`src/rtl/mem_arb_pkg.sv`:
```
// Shared types and constants for the fetch/data memory arbiter.
// Sizes follow the load/store unit encoding.
package mem_arb_pkg;

    typedef enum logic [1:0] {
        StIdle,
        StIssue,
        StResp,
        StErr
    } state_e;

    typedef enum logic {
        OwnFetch,
        OwnData
    } owner_e;

    localparam logic [1:0] SZ_B   = 2'b00;
    localparam logic [1:0] SZ_H   = 2'b01;
    localparam logic [1:0] SZ_W   = 2'b10;
    localparam logic [1:0] SZ_ILL = 2'b11;

    localparam logic [3:0] BE_WORD = 4'hF;

endpackage

```
`src/rtl/mem_arb_lane.sv`:
```
// Byte-lane steering for one request: byte enables, replicated store data
// and the alignment check for the access size.
module mem_arb_lane
    import mem_arb_pkg::*;
(
    input  logic [1:0]  size_i,
    input  logic [1:0]  off_i,
    input  logic [31:0] wdata_i,
    input  logic        we_i,
    output logic [3:0]  be_o,
    output logic [31:0] wdata_o,
    output logic        misalign_o
);

    always_comb begin
        be_o       = 4'b0000;
        wdata_o    = wdata_i;
        misalign_o = 1'b0;
        case (size_i)
            SZ_B: begin
                be_o    = 4'b0001 << off_i;
                wdata_o = {4{wdata_i[7:0]}};
            end
            SZ_H: begin
                be_o       = 4'b0011 << off_i;
                wdata_o    = {2{wdata_i[15:0]}};
                misalign_o = off_i[0];
            end
            SZ_W: begin
                be_o       = BE_WORD;
                misalign_o = |off_i;
            end
            default: be_o = 4'b0000;
        endcase
        // Loads always read the whole word; the load unit extracts lanes.
        if (!we_i) begin
            be_o = BE_WORD;
        end
    end

endmodule

```
`src/rtl/mem_arbiter.sv`:
```
// Shares a single-ported word memory between instruction fetch and load/store.
// Data has priority, but a fetch waiting at a data completion is served next.
module mem_arbiter
    import mem_arb_pkg::*;
#(
    parameter int unsigned MEM_AW = 6
) (
    input  logic              clk_i,
    input  logic              rst_ni,

    input  logic              if_req_i,
    input  logic [31:0]       if_addr_i,
    output logic              if_ack_o,
    output logic [31:0]       if_rdata_o,
    output logic              if_err_o,

    input  logic              d_req_i,
    input  logic              d_we_i,
    input  logic [1:0]        d_size_i,
    input  logic [31:0]       d_addr_i,
    input  logic [31:0]       d_wdata_i,
    output logic              d_ack_o,
    output logic [31:0]       d_rdata_o,
    output logic              d_err_o,

    output logic              mem_en_o,
    output logic              mem_we_o,
    output logic [3:0]        mem_be_o,
    output logic [MEM_AW-1:0] mem_addr_o,
    output logic [31:0]       mem_wdata_o,
    input  logic [31:0]       mem_rdata_i
);

    state_e            state_q;
    owner_e            owner_q;
    logic              fair_q;
    logic              we_q;
    logic              if_ack_q, d_ack_q, if_err_q, d_err_q;
    logic              rd_if_q, rd_d_q;
    logic              mem_en_q, mem_we_q;
    logic [3:0]        mem_be_q;
    logic [MEM_AW-1:0] mem_addr_q;
    logic [31:0]       mem_wdata_q;

    logic        can_grant, cand_if, cand_d, fetch_first, grant_if, grant_d;
    logic [31:0] sel_addr;
    logic [1:0]  sel_size;
    logic        sel_we, sel_err;
    logic [3:0]  lane_be;
    logic [31:0] lane_wdata;
    logic        lane_misalign;

    // An ack register is high exactly while its requester sits in RESP/ERR,
    // so it doubles as the "being acked" exclusion for that requester.
    assign can_grant   = (state_q != StIssue);
    assign cand_if     = can_grant & if_req_i & ~if_ack_q;
    assign cand_d      = can_grant & d_req_i & ~d_ack_q;
    assign fetch_first = fair_q | (d_ack_q & if_req_i);
    assign grant_if    = cand_if & (~cand_d | fetch_first);
    assign grant_d     = cand_d & ~grant_if;

    assign sel_addr = grant_d ? d_addr_i : if_addr_i;
    assign sel_size = grant_d ? d_size_i : SZ_W;
    assign sel_we   = grant_d & d_we_i;

    mem_arb_lane u_lane (
        .size_i     (sel_size),
        .off_i      (sel_addr[1:0]),
        .wdata_i    (d_wdata_i),
        .we_i       (sel_we),
        .be_o       (lane_be),
        .wdata_o    (lane_wdata),
        .misalign_o (lane_misalign)
    );

    assign sel_err = lane_misalign | (|sel_addr[31:MEM_AW+2]) | (grant_d & (d_size_i == SZ_ILL));

    always_ff @(posedge clk_i or negedge rst_ni) begin
        if (!rst_ni) begin
            state_q     <= StIdle;
            owner_q     <= OwnFetch;
            fair_q      <= 1'b0;
            we_q        <= 1'b0;
            if_ack_q    <= 1'b0;
            d_ack_q     <= 1'b0;
            if_err_q    <= 1'b0;
            d_err_q     <= 1'b0;
            rd_if_q     <= 1'b0;
            rd_d_q      <= 1'b0;
            mem_en_q    <= 1'b0;
            mem_we_q    <= 1'b0;
            mem_be_q    <= 4'b0000;
            mem_addr_q  <= '0;
            mem_wdata_q <= '0;
        end else begin
            if_ack_q <= 1'b0;
            d_ack_q  <= 1'b0;
            if_err_q <= 1'b0;
            d_err_q  <= 1'b0;
            rd_if_q  <= 1'b0;
            rd_d_q   <= 1'b0;
            mem_en_q <= 1'b0;
            mem_we_q <= 1'b0;

            if (grant_if) begin
                fair_q <= 1'b0;
            end else if (d_ack_q && if_req_i) begin
                fair_q <= 1'b1;
            end

            if (state_q == StIssue) begin
                state_q <= StResp;
                if (owner_q == OwnData) begin
                    d_ack_q <= 1'b1;
                    rd_d_q  <= ~we_q;
                end else begin
                    if_ack_q <= 1'b1;
                    rd_if_q  <= 1'b1;
                end
            end else if (grant_if || grant_d) begin
                owner_q <= grant_d ? OwnData : OwnFetch;
                we_q    <= sel_we;
                if (sel_err) begin
                    state_q  <= StErr;
                    if_ack_q <= grant_if;
                    if_err_q <= grant_if;
                    d_ack_q  <= grant_d;
                    d_err_q  <= grant_d;
                end else begin
                    state_q     <= StIssue;
                    mem_en_q    <= 1'b1;
                    mem_we_q    <= sel_we;
                    mem_be_q    <= lane_be;
                    mem_addr_q  <= sel_addr[MEM_AW+1:2];
                    mem_wdata_q <= lane_wdata;
                end
            end else begin
                state_q <= StIdle;
            end
        end
    end

    // Read data arrives from the array during RESP; only the lane select is registered.
    assign if_rdata_o  = rd_if_q ? mem_rdata_i : '0;
    assign d_rdata_o   = rd_d_q ? mem_rdata_i : '0;
    assign if_ack_o    = if_ack_q;
    assign d_ack_o     = d_ack_q;
    assign if_err_o    = if_err_q;
    assign d_err_o     = d_err_q;
    assign mem_en_o    = mem_en_q;
    assign mem_we_o    = mem_we_q;
    assign mem_be_o    = mem_be_q;
    assign mem_addr_o  = mem_addr_q;
    assign mem_wdata_o = mem_wdata_q;

endmodule
```
`config.mk`:
```
export PLATFORM = sky130hd
export DESIGN_NAME = mem_arbiter
export DESIGN_NICKNAME = d
export VERILOG_FILES = /design/src/rtl/mem_arb_pkg.sv /design/src/rtl/mem_arb_lane.sv /design/src/rtl/mem_arbiter.sv
export SDC_FILE = /design/constraint.sdc
export NUM_CORES = 1
export LEC_CHECK = 0
export BUFFER_PORTS_ARGS = -buffer_cell sky130_fd_sc_hd__buf_4
export CAP_MARGIN = 20
export CORE_UTILIZATION = 35
export CTS_CLUSTER_SIZE = 12
export DETAILED_ROUTE_END_ITERATION = 10
export GPL_ROUTABILITY_DRIVEN = 1
export PLACE_DENSITY = 0.74
export SETUP_SLACK_MARGIN = 0.15
export SLEW_MARGIN = 20
export SYNTH_ARGS = -nofsm -noshare
export SYNTH_HDL_FRONTEND = slang
export SYNTH_HIERARCHICAL = 1
export SYNTH_SLANG_ARGS = --single-unit
export TNS_END_PERCENT = 30
```
`constraint.sdc`:
```
create_clock -name clk_i -period 7.97 [get_ports clk_i]
set_input_delay 0.3985 -clock clk_i [delete_from_list [all_inputs] [get_ports clk_i]]
set_output_delay 0.3985 -clock clk_i [all_outputs]
set_load 0.05 [all_outputs]
```
==> parameters.txt, run 1 <==
Parameter                              Value

Routing
  Routed wirelength normalized by instance count    16.6 µm
  Number of vias per cell    4.81
  Number of antenna-violating nets in the routed design    0
  Total via count after detailed routing    3311
  Total iterations of the first detailed-routing run    6
  Count of routing violations after the opening detailed-route iteration    119
  Residual DRC count    0
  Final Routed Wirelength    11400 µm

Synth
  Sequential-to-total area share from yosys stat    0.401
  Ys Warns    6
  Count of cell types in the netlist    36
  Mapped Area    3440 µm²
  Avg Inst Size Synth    10.5 µm²
  EDFF count, synth    0
  Most area-consuming cells after synthesis    sky130_fd_sc_hd__dfrtp_1 (40%), sky130_fd_sc_hd__mux2_4 (16%), sky130_fd_sc_hd__and2_1 (12%)
  Most common library cells after synthesis    sky130_fd_sc_hd__and2_1 (67), sky130_fd_sc_hd__dfrtp_1 (55), sky130_fd_sc_hd__nand2_1 (37)
  Largest area contributor in the netlist    sky130_fd_sc_hd__dfrtp_1
  Syn Inst Count    328
  Most frequent cell after synthesis    sky130_fd_sc_hd__and2_1
  Post-synth top area share    0.401
  Primary FF master, synth    sky130_fd_sc_hd__dfrtp_1
  Syn_nets    467
  Proportion of register bits with asynchronous set or reset after synthesis    1.00
  Synthesis-stage register bit count    55

Placement
  Port-buffer cells    246
  Half-perimeter wire length after detailed placement    9350 µm
  Worst Setup Slack post-DPL    3.88 ns
  Global placer's final weighted congestion    0.871

STA
  Fin worst setup slack    3.95 ns
  Final hold violations    0
  Final sum of negative setup slack    0 ns
  Pin slew with the least headroom to its limit    0.814 ns
  Period utilisation layout    0.505
  Max Clock Freq    0.248 GHz
  Maximum clock skew at final layout    0.00755 ns
  Max-slew violation count    0
  Setup violations, final    0
  Tmin final    4.02 ns
  Worst slew margin    0.457
  Unrepaired setup endpoints after global routing    no

Power
  P per Cell Area    200 nW/µm²
  Internal power of the cells    0.000577 W
  P_leak    3.00 nW
  Relative contribution of sequential cells to total power    0.312
  Reported net switching power    0.000499 W
  Combinational share of power    0.537
  Share of total power in the clock network    0.151
  Switch share    0.464
  Worst IR drop on VDD    0.0965 mV

Floorplanning
  Overall die area    10200 µm²
  Core outline area    9370 µm²
  Width of the die    101 µm
  Standard-cell row count    35
  Die Y-Extent    101 µm
  Initial Utilization    0.367
  Num ports    247

Setup path
  Ordered list of cells on the worst path    and3b_1 > nor3_1 > buf_4 > nand2b_1 > inv_1 > ha_1 > o21ai_0 > a21boi_0 > a31oi_1 > nand3_4 > mux2_1
  Largest fanout on the critical path    42
  Kind of end point of the critical path    register
  Crit path required time    8.16 ns
  Worst stage delay on the critical path    0.67 ns
  WP data arrival    4.22 ns
  Number of buffer and inverter instances along the worst setup path    2
  Worst path slowest cell    sky130_fd_sc_hd__nand3_4
  R2r endpoint    mem_wdata_o[22]
  Crit-path leading delay family    simple AND/OR/NAND/NOR gates
  R2R setup slack    3.95 ns
  R2R Path Start    if_ack_o
  Setup crit start kind    register
  Cells on worst reg2reg path    11
  Class of the most critical setup path    register to register

Clock tree
  Largest buffer count on any clock path    2
  Sinks on Clock Net    55
  Post-CTS repair timing setup buffer count    0
  CTS tree    done
  Gates resized, CTS repair    0
  Clock Tree Root    sky130_fd_sc_hd__clkbuf_8
  Clock latency of the later-clocked register in the worst-skew pair    0.31 ns
  Number of buffers created by CTS    5
  Clk pin slew, worst setup/hold paths    0.11 ns
  CTS HTree Levels    2
  Quantity of hold-fixing buffers added after cts    0

Global routing
  Largest net degree at the start of global routing    56
  Global-route usage over all layers    0.218
  Total grt overflow    0
  Antenna violations before repair    1
  Vias in the first global route    3226
  Wire length of the first global-routing pass    17000 µm

Finish
  Area growth, synth to finish    56.5%
  Layout cells sized above 1    0.557
  Layout net count    696

Outcome
  Status    completed

Run
  Max-cap violations    0

Worst hold path
  Classification of the worst-slack hold path    input port to asynchronous set/reset pin
logic make-up (layout without fill, tap and decap cells):
logic type / Yosys count / in the layout / synth area share
AND/OR/NAND/NOR: 146 / 146 / 0.237
other: 0 / 1 / 0
buffers and inverters: 31 / 261 / 0.0575
multiplexers: 50 / 50 / 0.203
adder cells (fa/ha/maj): 4 / 4 / 0.0146
flip-flops: 55 / 55 / 0.401
AO/OA/AOI/OAI: 42 / 42 / 0.0874
worst max path at each step:
stage / start / end / slack, ns / depth (start not counted)
detailed placement: if_req_i / mem_wdata_o[10] / 3.88 / 12
global placement: if_req_i / mem_wdata_o[10] / 4.10 / 12
global route: if_ack_o / mem_wdata_o[29] / 3.62 / 11
floorplan: d_ack_o / mem_wdata_o[0] / 4.87 / 12
finish: if_ack_o / mem_wdata_o[22] / 3.95 / 11
CTS: if_ack_o / mem_wdata_o[22] / 3.92 / 11
through the flow:
| step | power [W] | cells | hold slack [ns] | instance area (µm²) | util |
|---|---|---|---|---|---|
| floorplan | 0.000728 | 328 | 0.103 | 3440 | - |
| global placement | 0.000910 | 679 | 0.425 | 5280 | 0.563 |
| detailed placement | 0.000919 | 679 | 0.437 | 5280 | 0.563 |
| CTS | 0.00108 | 687 | 0.143 | 5380 | 0.574 |
| global route | 0.00113 | 688 | 0.155 | 5380 | 0.574 |
| finish | 0.00108 | 688 | 0.114 | 5380 | 0.574 |
placed cells by master, fill, tap and decap left out, types with 2 or more instances in the layout:
cell type	count
sky130_fd_sc_hd__a21boi_0	2
sky130_fd_sc_hd__a21oi_1	10
sky130_fd_sc_hd__a22o_2	8
sky130_fd_sc_hd__and2_1	67
sky130_fd_sc_hd__and3_1	2
sky130_fd_sc_hd__buf_4	247
sky130_fd_sc_hd__clkbuf_8	6
sky130_fd_sc_hd__dfrtp_1	55
sky130_fd_sc_hd__ha_1	4
sky130_fd_sc_hd__inv_1	6
sky130_fd_sc_hd__mux2_1	6
sky130_fd_sc_hd__mux2_2	8
sky130_fd_sc_hd__mux2_4	36
sky130_fd_sc_hd__nand2_1	37
sky130_fd_sc_hd__nand2b_1	4
sky130_fd_sc_hd__nand4_1	3
sky130_fd_sc_hd__nor2_1	13
sky130_fd_sc_hd__nor2b_1	2
sky130_fd_sc_hd__nor4_1	12
sky130_fd_sc_hd__o21ai_0	12
sky130_fd_sc_hd__o31ai_1	3
area by class of cell:
class	instances	area, µm²
sequential	55	1380
clock inverter	2	16.3
inverter	6	22.5
multi-input combinational	242	1860
timing repair buffer	247	1850
clock buffer	6	82.6
tap	129	161
fill	846	3990
antenna	1	2.50
power by group through the flow:
stage	sequential, W	combinational (W)	clock, W
floorplan	0.000350	0.000378	0
global placement	0.000339	0.000571	0
detailed placement	0.000341	0.000578	0
CTS	0.000335	0.000579	0.000167
global route	0.000341	0.000613	0.000176
finish	0.000335	0.000577	0.000163
metal layers:
metal,part of all wire,global-route usage
met1,0.38,0.255
met5,0,0
met4,0.030,0.0992
met2,0.52,0.386
met3,0.074,0.0402
sequential cells by signal, summed over array words and instances, names as in the netlist:
name,cells
mem_addr_o,6
fair_q,1
d_ack_o,1
state_q,2
if_err_o,1
owner_q,1
mem_wdata_o,32
d_err_o,1
rd_d_q,1
rd_if_q,1
mem_en_o,1
mem_be_o,4
if_ack_o,1
we_q,1
mem_we_o,1
Power figures use the tool's default switching activity.
==> inputs of run 2 (changes only) <==
- ABC_AREA: not set -> 1
- PLACE_DENSITY: 0.74 -> 0.76
- clock period: 7.97 -> 3.61 ns (I/O delays scaled with it)
==> run 2 against run 1 <==
Effect of this change: die area increased by 6.2%; first-iteration DRC count up 90%; highest routed layer unchanged; sequential power increased by 120%; flip-flop and latch count unchanged; via count grew 30%; clock power grew to 2.6 times the previous value; largest cell class is now non-clock buffers.
==> parameters.txt, run 2 <==
Parameter                              Value

Outcome
  Status    completed (unchanged)

Clock tree
  Clk pin slew, worst setup/hold paths    0.11 ns (about the same)
  Number of buffers created by CTS    5 (unchanged)
  CTS HTree Levels    2 (unchanged)
  Sinks on Clock Net    55 (unchanged)
  Clock latency of the later-clocked register in the worst-skew pair    0.31 ns (about the same)
  Largest buffer count on any clock path    2 (unchanged)
  CTS tree    done (unchanged)
  Clock Tree Root    sky130_fd_sc_hd__clkbuf_8 (unchanged)
  Post-CTS repair timing setup buffer count    0 (unchanged)

STA
  Hold Slack    0.134 ns (was 0.114 ns)
  Setup violations, final    0 (unchanged)
  Pin slew with the least headroom to its limit    0.959 ns (was 0.814 ns)
  Tmin final    3.04 ns (was 4.02 ns)
  Period utilisation layout    0.841 (was 0.505)
  Max Clock Freq    0.329 GHz (was 0.248 GHz)
  Worst slew margin    0.361 (was 0.457)
  Final sum of negative setup slack    0 ns (unchanged)
  Final hold violations    0 (unchanged)
  Unrepaired setup endpoints after global routing    no (unchanged)
  Maximum clock skew at final layout    0.00846 ns (was 0.00755 ns)
  Max-slew violation count    0 (unchanged)

Floorplanning
  Die Y-Extent    104 µm (was 101 µm)
  Overall die area    10900 µm² (was 10200 µm²)
  Num ports    247 (unchanged)
  Width of the die    104 µm (was 101 µm)
  Initial Utilization    0.367 (about the same)
  Core outline area    9950 µm² (was 9370 µm²)
  Standard-cell row count    36 (was 35)

Setup path
  R2r endpoint    mem_wdata_o[9] (was mem_wdata_o[22])
  Kind of end point of the critical path    register (unchanged)
  Class of the most critical setup path    register to register (unchanged)
  Cells on worst reg2reg path    18 (was 11)
  Largest fanout on the critical path    25 (was 42)
  Crit-path leading delay family    simple AND/OR/NAND/NOR gates (unchanged)
  Worst stage delay on the critical path    0.40 ns (was 0.67 ns)
  R2R Path Start    if_ack_o (unchanged)
  Number of buffer and inverter instances along the worst setup path    5 (was 2)
  Worst path slowest cell    sky130_fd_sc_hd__dfrtp_1 (was sky130_fd_sc_hd__nand3_4)
  R2R setup slack    0.57 ns (was 3.95 ns)
  Setup crit start kind    register (unchanged)
  Crit path required time    3.82 ns (was 8.16 ns)
  Ordered list of cells on the worst path    inv_1 > nand2_1 > nor2_2 > nand2_2 > nand2_2 > or2_2 > inv_1 > ha_1 > nand2_1 > inv_1 > nor2_1 > nor2_1 > inv_1 > nand2_1 > inv_4 > nand3_4 > nand2_1 > nand2_1 (was and3b_1 > nor3_1 > buf_4 > nand2b_1 > inv_1 > ha_1 > o21ai_0 > a21boi_0 > a31oi_1 > nand3_4 > mux2_1)
  Critical path's most frequent cell    sky130_fd_sc_hd__nand2_1
  WP data arrival    3.25 ns (was 4.22 ns)

Power
  Reported net switching power    0.00137 W (was 0.000499 W)
  P per Cell Area    477 nW/µm² (was 200 nW/µm²)
  Worst IR drop on VDD    0.230 mV (was 0.0965 mV)
  P_leak    3.73 nW (was 3.00 nW)
  Switch share    0.513 (was 0.464)
  Combinational share of power    0.560 (was 0.537)
  Relative contribution of sequential cells to total power    0.281 (was 0.312)
  Internal power of the cells    0.00130 W (was 0.000577 W)
  Share of total power in the clock network    0.159 (was 0.151)

Synth
  Proportion of register bits with asynchronous set or reset after synthesis    1.00 (unchanged)
  Count of cell types in the netlist    27 (was 36)
  Ys Warns    6 (unchanged)
  Mapped Area    3650 µm² (was 3440 µm²)
  Most frequent cell after synthesis    sky130_fd_sc_hd__nand2_1 (was sky130_fd_sc_hd__and2_1)
  Avg Inst Size Synth    6.33 µm² (was 10.5 µm²)
  Syn Inst Count    577 (was 328)
  Synthesis-stage register bit count    55 (unchanged)
  Sequential-to-total area share from yosys stat    0.377 (was 0.401)
  EDFF count, synth    0 (unchanged)
  Syn_nets    716 (was 467)
  Most common library cells after synthesis    sky130_fd_sc_hd__nand2_1 (289), sky130_fd_sc_hd__inv_1 (80), sky130_fd_sc_hd__dfrtp_1 (55) (was sky130_fd_sc_hd__and2_1 (67), sky130_fd_sc_hd__dfrtp_1 (55), sky130_fd_sc_hd__nand2_1 (37))
  Primary FF master, synth    sky130_fd_sc_hd__dfrtp_1 (unchanged)
  Post-synth top area share    0.377 (was 0.401)
  Largest area contributor in the netlist    sky130_fd_sc_hd__dfrtp_1 (unchanged)
  Most area-consuming cells after synthesis    sky130_fd_sc_hd__dfrtp_1 (38%), sky130_fd_sc_hd__nand2_1 (30%), sky130_fd_sc_hd__inv_1 (8.2%) (was sky130_fd_sc_hd__dfrtp_1 (40%), sky130_fd_sc_hd__mux2_4 (16%), sky130_fd_sc_hd__and2_1 (12%))

Global routing
  Wire length of the first global-routing pass    21200 µm (was 17000 µm)
  Vias in the first global route    4249 (was 3226)
  Largest net degree at the start of global routing    56 (unchanged)
  Total grt overflow    0 (unchanged)
  Antenna violations before repair    2 (was 1)
  Global-route usage over all layers    0.243 (was 0.218)

Placement
  Half-perimeter wire length after detailed placement    10500 µm (was 9350 µm)
  Cell Count Post-Placement    922 (was 679)
  Global placer's final weighted congestion    0.892 (was 0.871)
  Port-buffer cells    246 (unchanged)

Run
  Max-cap violations    0 (unchanged)

Finish
  Max reg flops    32 (unchanged)
  Commonest non-fill, non-tap cells in the layout    sky130_fd_sc_hd__nand2_1 (289), sky130_fd_sc_hd__buf_4 (248), sky130_fd_sc_hd__inv_1 (80) (was sky130_fd_sc_hd__buf_4 (247), sky130_fd_sc_hd__and2_1 (67), sky130_fd_sc_hd__dfrtp_1 (55))
  Most common library cell in the layout ignoring fill and taps    sky130_fd_sc_hd__nand2_1 (was sky130_fd_sc_hd__buf_4)
  Layout cells sized above 1    0.342 (was 0.557)
  Area growth, synth to finish    53.6% (was 56.5%)
  Layout net count    937 (was 696)
  Post-layout instance count excluding filler cells    934 (was 688)

Worst hold path
  Origin of the worst min-delay path    if_req_i
  Classification of the worst-slack hold path    input port to register (was input port to asynchronous set/reset pin)
  Worst hold path depth    3
  Destination of the worst hold path    fair_q

Routing
  Total iterations of the first detailed-routing run    5 (was 6)
  Number of antenna-violating nets in the routed design    0 (unchanged)
  Residual DRC count    0 (unchanged)
  Count of routing violations after the opening detailed-route iteration    226 (was 119)
  Final Routed Wirelength    13200 µm (was 11400 µm)
  Number of vias per cell    4.61 (was 4.81)
  Total via count after detailed routing    4310 (was 3311)
  Routed wirelength normalized by instance count    14.1 µm (was 16.6 µm)
-- run 2: cell families (layout without fill, tap and decap cells) --
kind of cell             Yosys count  after routing  share of synthesized area
AND/OR/NAND/NOR                  389            390                      0.450
buffers and inverters            122            343                      0.149
flip-flops                        55             55                      0.377
AO/OA/AOI/OAI                      7              7                     0.0106
adder cells (fa/ha/maj)            4              4                     0.0137
other                              0              2                          0
-- run 2: through the flow --
stage               setup slack [ns]  total power (W)  cell area (µm²)  utilization
finish                         0.572          0.00268             5610        0.564
global route                   0.226          0.00284             5610        0.564
CTS                            0.354          0.00267             5590        0.561
detailed placement             0.391          0.00224             5460        0.549
global placement               0.541          0.00222             5460        0.549
floorplan                      0.697          0.00178             3650            -
-- run 2: worst max-delay path by stage --
stage | from | to | cells past startpoint
global placement | if_ack_o | mem_wdata_o[1] | 18
finish | if_ack_o | mem_wdata_o[9] | 18
global route | if_ack_o | mem_wdata_o[0] | 18
detailed placement | if_ack_o | mem_wdata_o[21] | 18
floorplan | d_ack_o | mem_addr_o[0] | 20
CTS | if_ack_o | mem_wdata_o[9] | 18
-- run 2: cell type report --
type,instances,area (µm²)
diodes,2,5.00
inverters,86,328
repair buffers,249,1870
multi-input cells,401,1750
fillers,1003,4340
well taps,133,166
clock buffers,5,68.8
clock inverters,3,47.5
flip-flops and latches,55,1380
-- run 2: what timing repair did --
item / in CTS / in global routing
gates resized for setup: 0 / 3
hold buffers: 1 / 0
hold endpoints to repair: 55 / 0
endpoints found under the setup margin: 0 / 42
-- run 2: routing by layer --
metal	routed length [µm]	global-route usage	vias to the layer above
li1	-	-	2167
met1	5350	0.287	1937
met2	6790	0.444	184
met3	697	0.0313	22
met4	377	0.0908	0
met5	0	0	-
-- run 2: power by group through the flow --
stage	sequential (W)	clock, W	combinational (W)
floorplan	0.000772	0	0.00101
global placement	0.000763	0	0.00146
detailed placement	0.000764	0	0.00148
CTS	0.000752	0.000435	0.00148
global route	0.000768	0.000458	0.00162
finish	0.000752	0.000426	0.00150
-- run 2: worst min-delay path, stage by stage --
cell and delay (ns):
sky130_fd_sc_hd__buf_4 0.09, sky130_fd_sc_hd__a21oi_1 0.06, sky130_fd_sc_hd__nor2_1 0.09
==> inputs of run 3 (changes only) <==
- PLACE_DENSITY: 0.76 -> 0.73
- clock period: 3.61 -> 2.9 ns (I/O delays scaled with it)
==> run 3 against run 2 <==
Effect of this change: sequential share of layout area fell by 0.21 points; combinational power grew 31%; total power grew 26%; first-iteration DRC count rose by 66%; clock power up 8.5%; largest power group unchanged; cell count increased by 0.43%; highest routed layer unchanged; utilization increased by 0.59 points.
==> parameters.txt, run 3 (synthesis gave the netlist of run 2 again) <==
Parameter                              Value

Outcome
  Status    completed (unchanged)

Setup path
  Worst path slowest cell    sky130_fd_sc_hd__dfrtp_2 (was sky130_fd_sc_hd__dfrtp_1)
  Largest fanout on the critical path    15 (was 25)
  Critical path's most frequent cell    sky130_fd_sc_hd__nand2_1 (unchanged)
  Worst stage delay on the critical path    0.43 ns (was 0.40 ns)
  Number of buffer and inverter instances along the worst setup path    4 (was 5)
  Crit path required time    3.12 ns (was 3.82 ns)
  Stages on the worst setup path    15 (was 18)
  Ordered list of cells on the worst path    clkinv_1 > nand2_1 > nor2_2 > nand2_2 > or2_4 > inv_1 > ha_1 > o21ai_0 > nor2_1 > inv_1 > nand2_1 > inv_6 > nand3_4 > nand2_1 > nand2_1 (was inv_1 > nand2_1 > nor2_2 > nand2_2 > nand2_2 > or2_2 > inv_1 > ha_1 > nand2_1 > inv_1 > nor2_1 > nor2_1 > inv_1 > nand2_1 > inv_4 > nand3_4 > nand2_1 > nand2_1)
  Crit-path leading delay family    simple AND/OR/NAND/NOR gates (unchanged)
  Kind of end point of the critical path    register (unchanged)
  Class of the most critical setup path    register to register (unchanged)
  Cells on worst reg2reg path    15 (was 18)
  WP data arrival    2.71 ns (was 3.25 ns)
  Setup crit start kind    register (unchanged)

Worst hold path
  Classification of the worst-slack hold path    input port to register (unchanged)
  Worst hold path depth    3 (unchanged)

Power
  Relative contribution of sequential cells to total power    0.278 (was 0.281)
  Share of total power in the clock network    0.137 (was 0.159)
  Worst IR drop on VDD    0.323 mV (was 0.230 mV)
  Combinational share of power    0.585 (was 0.560)
  Internal power of the cells    0.00161 W (was 0.00130 W)
  P_leak    3.74 nW (was 3.73 nW)
  Reported net switching power    0.00176 W (was 0.00137 W)
  Switch share    0.523 (was 0.513)
  P per Cell Area    594 nW/µm² (was 477 nW/µm²)
  Overall power after layout    0.00337 W (was 0.00268 W)

STA
  Pin slew with the least headroom to its limit    0.933 ns (was 0.959 ns)
  Hold Slack    0.0928 ns (was 0.134 ns)
  Tmin final    2.49 ns (was 3.04 ns)
  Unrepaired setup endpoints after global routing    no (unchanged)
  Final sum of negative setup slack    0 ns (unchanged)
  Final hold violations    0 (unchanged)
  Max-slew violation count    0 (unchanged)
  Max Clock Freq    0.401 GHz (was 0.329 GHz)
  Period utilisation layout    0.860 (was 0.841)
  Worst slew margin    0.378 (was 0.361)
  Setup violations, final    0 (unchanged)
  Maximum clock skew at final layout    0.00985 ns (was 0.00846 ns)

Floorplanning
  Core outline area    9950 µm² (unchanged)
  Die Y-Extent    104 µm (unchanged)
  Standard-cell row count    36 (unchanged)
  Width of the die    104 µm (unchanged)
  Num ports    247 (unchanged)
  Initial Utilization    0.367 (unchanged)
  Overall die area    10900 µm² (unchanged)

Finish
  Final cell area excluding filler cells    5670 µm² (was 5610 µm²)
  Most common library cell in the layout ignoring fill and taps    sky130_fd_sc_hd__nand2_1 (unchanged)
  Layout cells sized above 1    0.348 (was 0.342)
  Max reg flops    32 (unchanged)
  Area growth, synth to finish    55.2% (was 53.6%)
  FILL cells    952 (was 1003)
  Commonest non-fill, non-tap cells in the layout    sky130_fd_sc_hd__nand2_1 (289), sky130_fd_sc_hd__buf_4 (251), sky130_fd_sc_hd__inv_1 (80) (was sky130_fd_sc_hd__nand2_1 (289), sky130_fd_sc_hd__buf_4 (248), sky130_fd_sc_hd__inv_1 (80))
  Layout net count    943 (was 937)
  Number of inserted diodes    0 (was 2)

Routing
  Count of routing violations after the opening detailed-route iteration    376 (was 226)
  Final Routed Wirelength    12900 µm (was 13200 µm)
  Residual DRC count    0 (unchanged)
  Number of vias per cell    4.69 (was 4.61)
  Total iterations of the first detailed-routing run    6 (was 5)
  Total via count after detailed routing    4396 (was 4310)
  Routed wirelength normalized by instance count    13.7 µm (was 14.1 µm)
  Number of antenna-violating nets in the routed design    0 (unchanged)

Clock tree
  Clock Tree Root    sky130_fd_sc_hd__clkbuf_8 (unchanged)
  CTS tree    done (unchanged)
  Clk pin slew, worst setup/hold paths    0.11 ns (about the same)
  Largest buffer count on any clock path    2 (unchanged)
  Sinks on Clock Net    55 (unchanged)
  CTS HTree Levels    2 (unchanged)
  Number of buffers created by CTS    5 (unchanged)
  Clock latency of the later-clocked register in the worst-skew pair    0.32 ns (was 0.31 ns)

Run
  Max-cap violations    0 (unchanged)

Placement
  Global placer's final weighted congestion    0.913 (was 0.892)
  Dpl cell area    5500 µm² (was 5460 µm²)
  Port-buffer cells    246 (unchanged)
  Half-perimeter wire length after detailed placement    9800 µm (was 10500 µm)

Global routing
  Wire length of the first global-routing pass    20300 µm (was 21200 µm)
  Largest net degree at the start of global routing    56 (unchanged)
  Total grt overflow    0 (unchanged)
  Vias in the first global route    4107 (was 4249)
  Grt met2 use    0.427 (was 0.444)
  Antenna violations before repair    0 (was 2)
  Busiest metal layer after global routing    met2 (unchanged)
  Met1 Use GR    0.267 (was 0.287)
  Met3 Usage GRT    0.0414 (was 0.0313)
  Global-route usage over all layers    0.231 (was 0.243)
==> run 3: worst reg2reg max path, stage by stage, from the launching register on <==
cell and delay, ns:
sky130_fd_sc_hd__dfrtp_2 0.43, sky130_fd_sc_hd__clkinv_1 0.06, sky130_fd_sc_hd__nand2_1 0.06, sky130_fd_sc_hd__nor2_2 0.17
sky130_fd_sc_hd__nand2_2 0.10, sky130_fd_sc_hd__or2_4 0.30, sky130_fd_sc_hd__inv_1 0.13, sky130_fd_sc_hd__ha_1 0.24
sky130_fd_sc_hd__o21ai_0 0.08, sky130_fd_sc_hd__nor2_1 0.06, sky130_fd_sc_hd__inv_1 0.05, sky130_fd_sc_hd__nand2_1 0.10
sky130_fd_sc_hd__inv_6 0.18, sky130_fd_sc_hd__nand3_4 0.23, sky130_fd_sc_hd__nand2_1 0.16, sky130_fd_sc_hd__nand2_1 0.06
==> run 3: path summary, 6_finish.rpt <==
check | slack, ns | end | startpoint
setup reg to reg | 0.41 | mem_wdata_o[20] | d_ack_o
hold reg to reg | 0.45 | rd_d_q | we_q
min in group asynchronous | 0.43 | mem_wdata_o[2] | rst_ni
setup / recovery | 0.41 | mem_wdata_o[20] | d_ack_o
hold / removal | 0.09 | mem_wdata_o[3] | d_wdata_i[3]
max in group asynchronous | 1.96 | if_ack_o | rst_ni
==> run 3: power by group through the flow <==
stage / clock network [W] / logic [W] / registers, W
2_1_floorplan: 0 / 0.00127 / 0.000964
3_3_place_gp: 0 / 0.00187 / 0.000952
3_5_place_dp: 0 / 0.00188 / 0.000955
4_1_cts: 0.000468 / 0.00191 / 0.000939
5_1_grt: 0.000500 / 0.00211 / 0.000953
6_report: 0.000462 / 0.00197 / 0.000937
==> run 3: routing by layer <==
metal | share of wire | wire [µm] | vias to the layer above
li1 | - | - | 2186
met4 | 0.030 | 386 | 0
met3 | 0.073 | 941 | 35
met1 | 0.39 | 5000 | 1952
met5 | 0 | 0 | -
met2 | 0.51 | 6560 | 223
==> run 3: stage by stage <==
stage          cells  setup WS, ns  utilization
2_1_floorplan    577         0.150            -
4_1_cts          936         0.159        0.565
3_5_place_dp     926        0.0648        0.552
3_3_place_gp     926         0.206        0.552
5_1_grt          938         0.155        0.570
6_report         938         0.407        0.570
==> run 3: cell type report <==
cell class / count / area, µm² / share of cell area
Clock inverter: 1 / 8.76 / 0.00154
Multi-Input combinational cell: 403 / 1790 / 0.315
Timing Repair Buffer: 253 / 1910 / 0.337
Inverter: 86 / 330 / 0.0582
Sequential cell: 55 / 1380 / 0.243
Tap cell: 133 / 166 / 0.0293
Clock buffer: 7 / 86.3 / 0.0152
==> run 3: repair_timing <==
item / 4_1_cts / 5_1_grt
hold buffers: 1 / 0
hold endpoints to repair: 55 / 0
setup endpoints to repair: 42 / 49
buffers inserted: 0 / 0
gates cloned: 1 / 2
gates resized for setup: 2 / 8
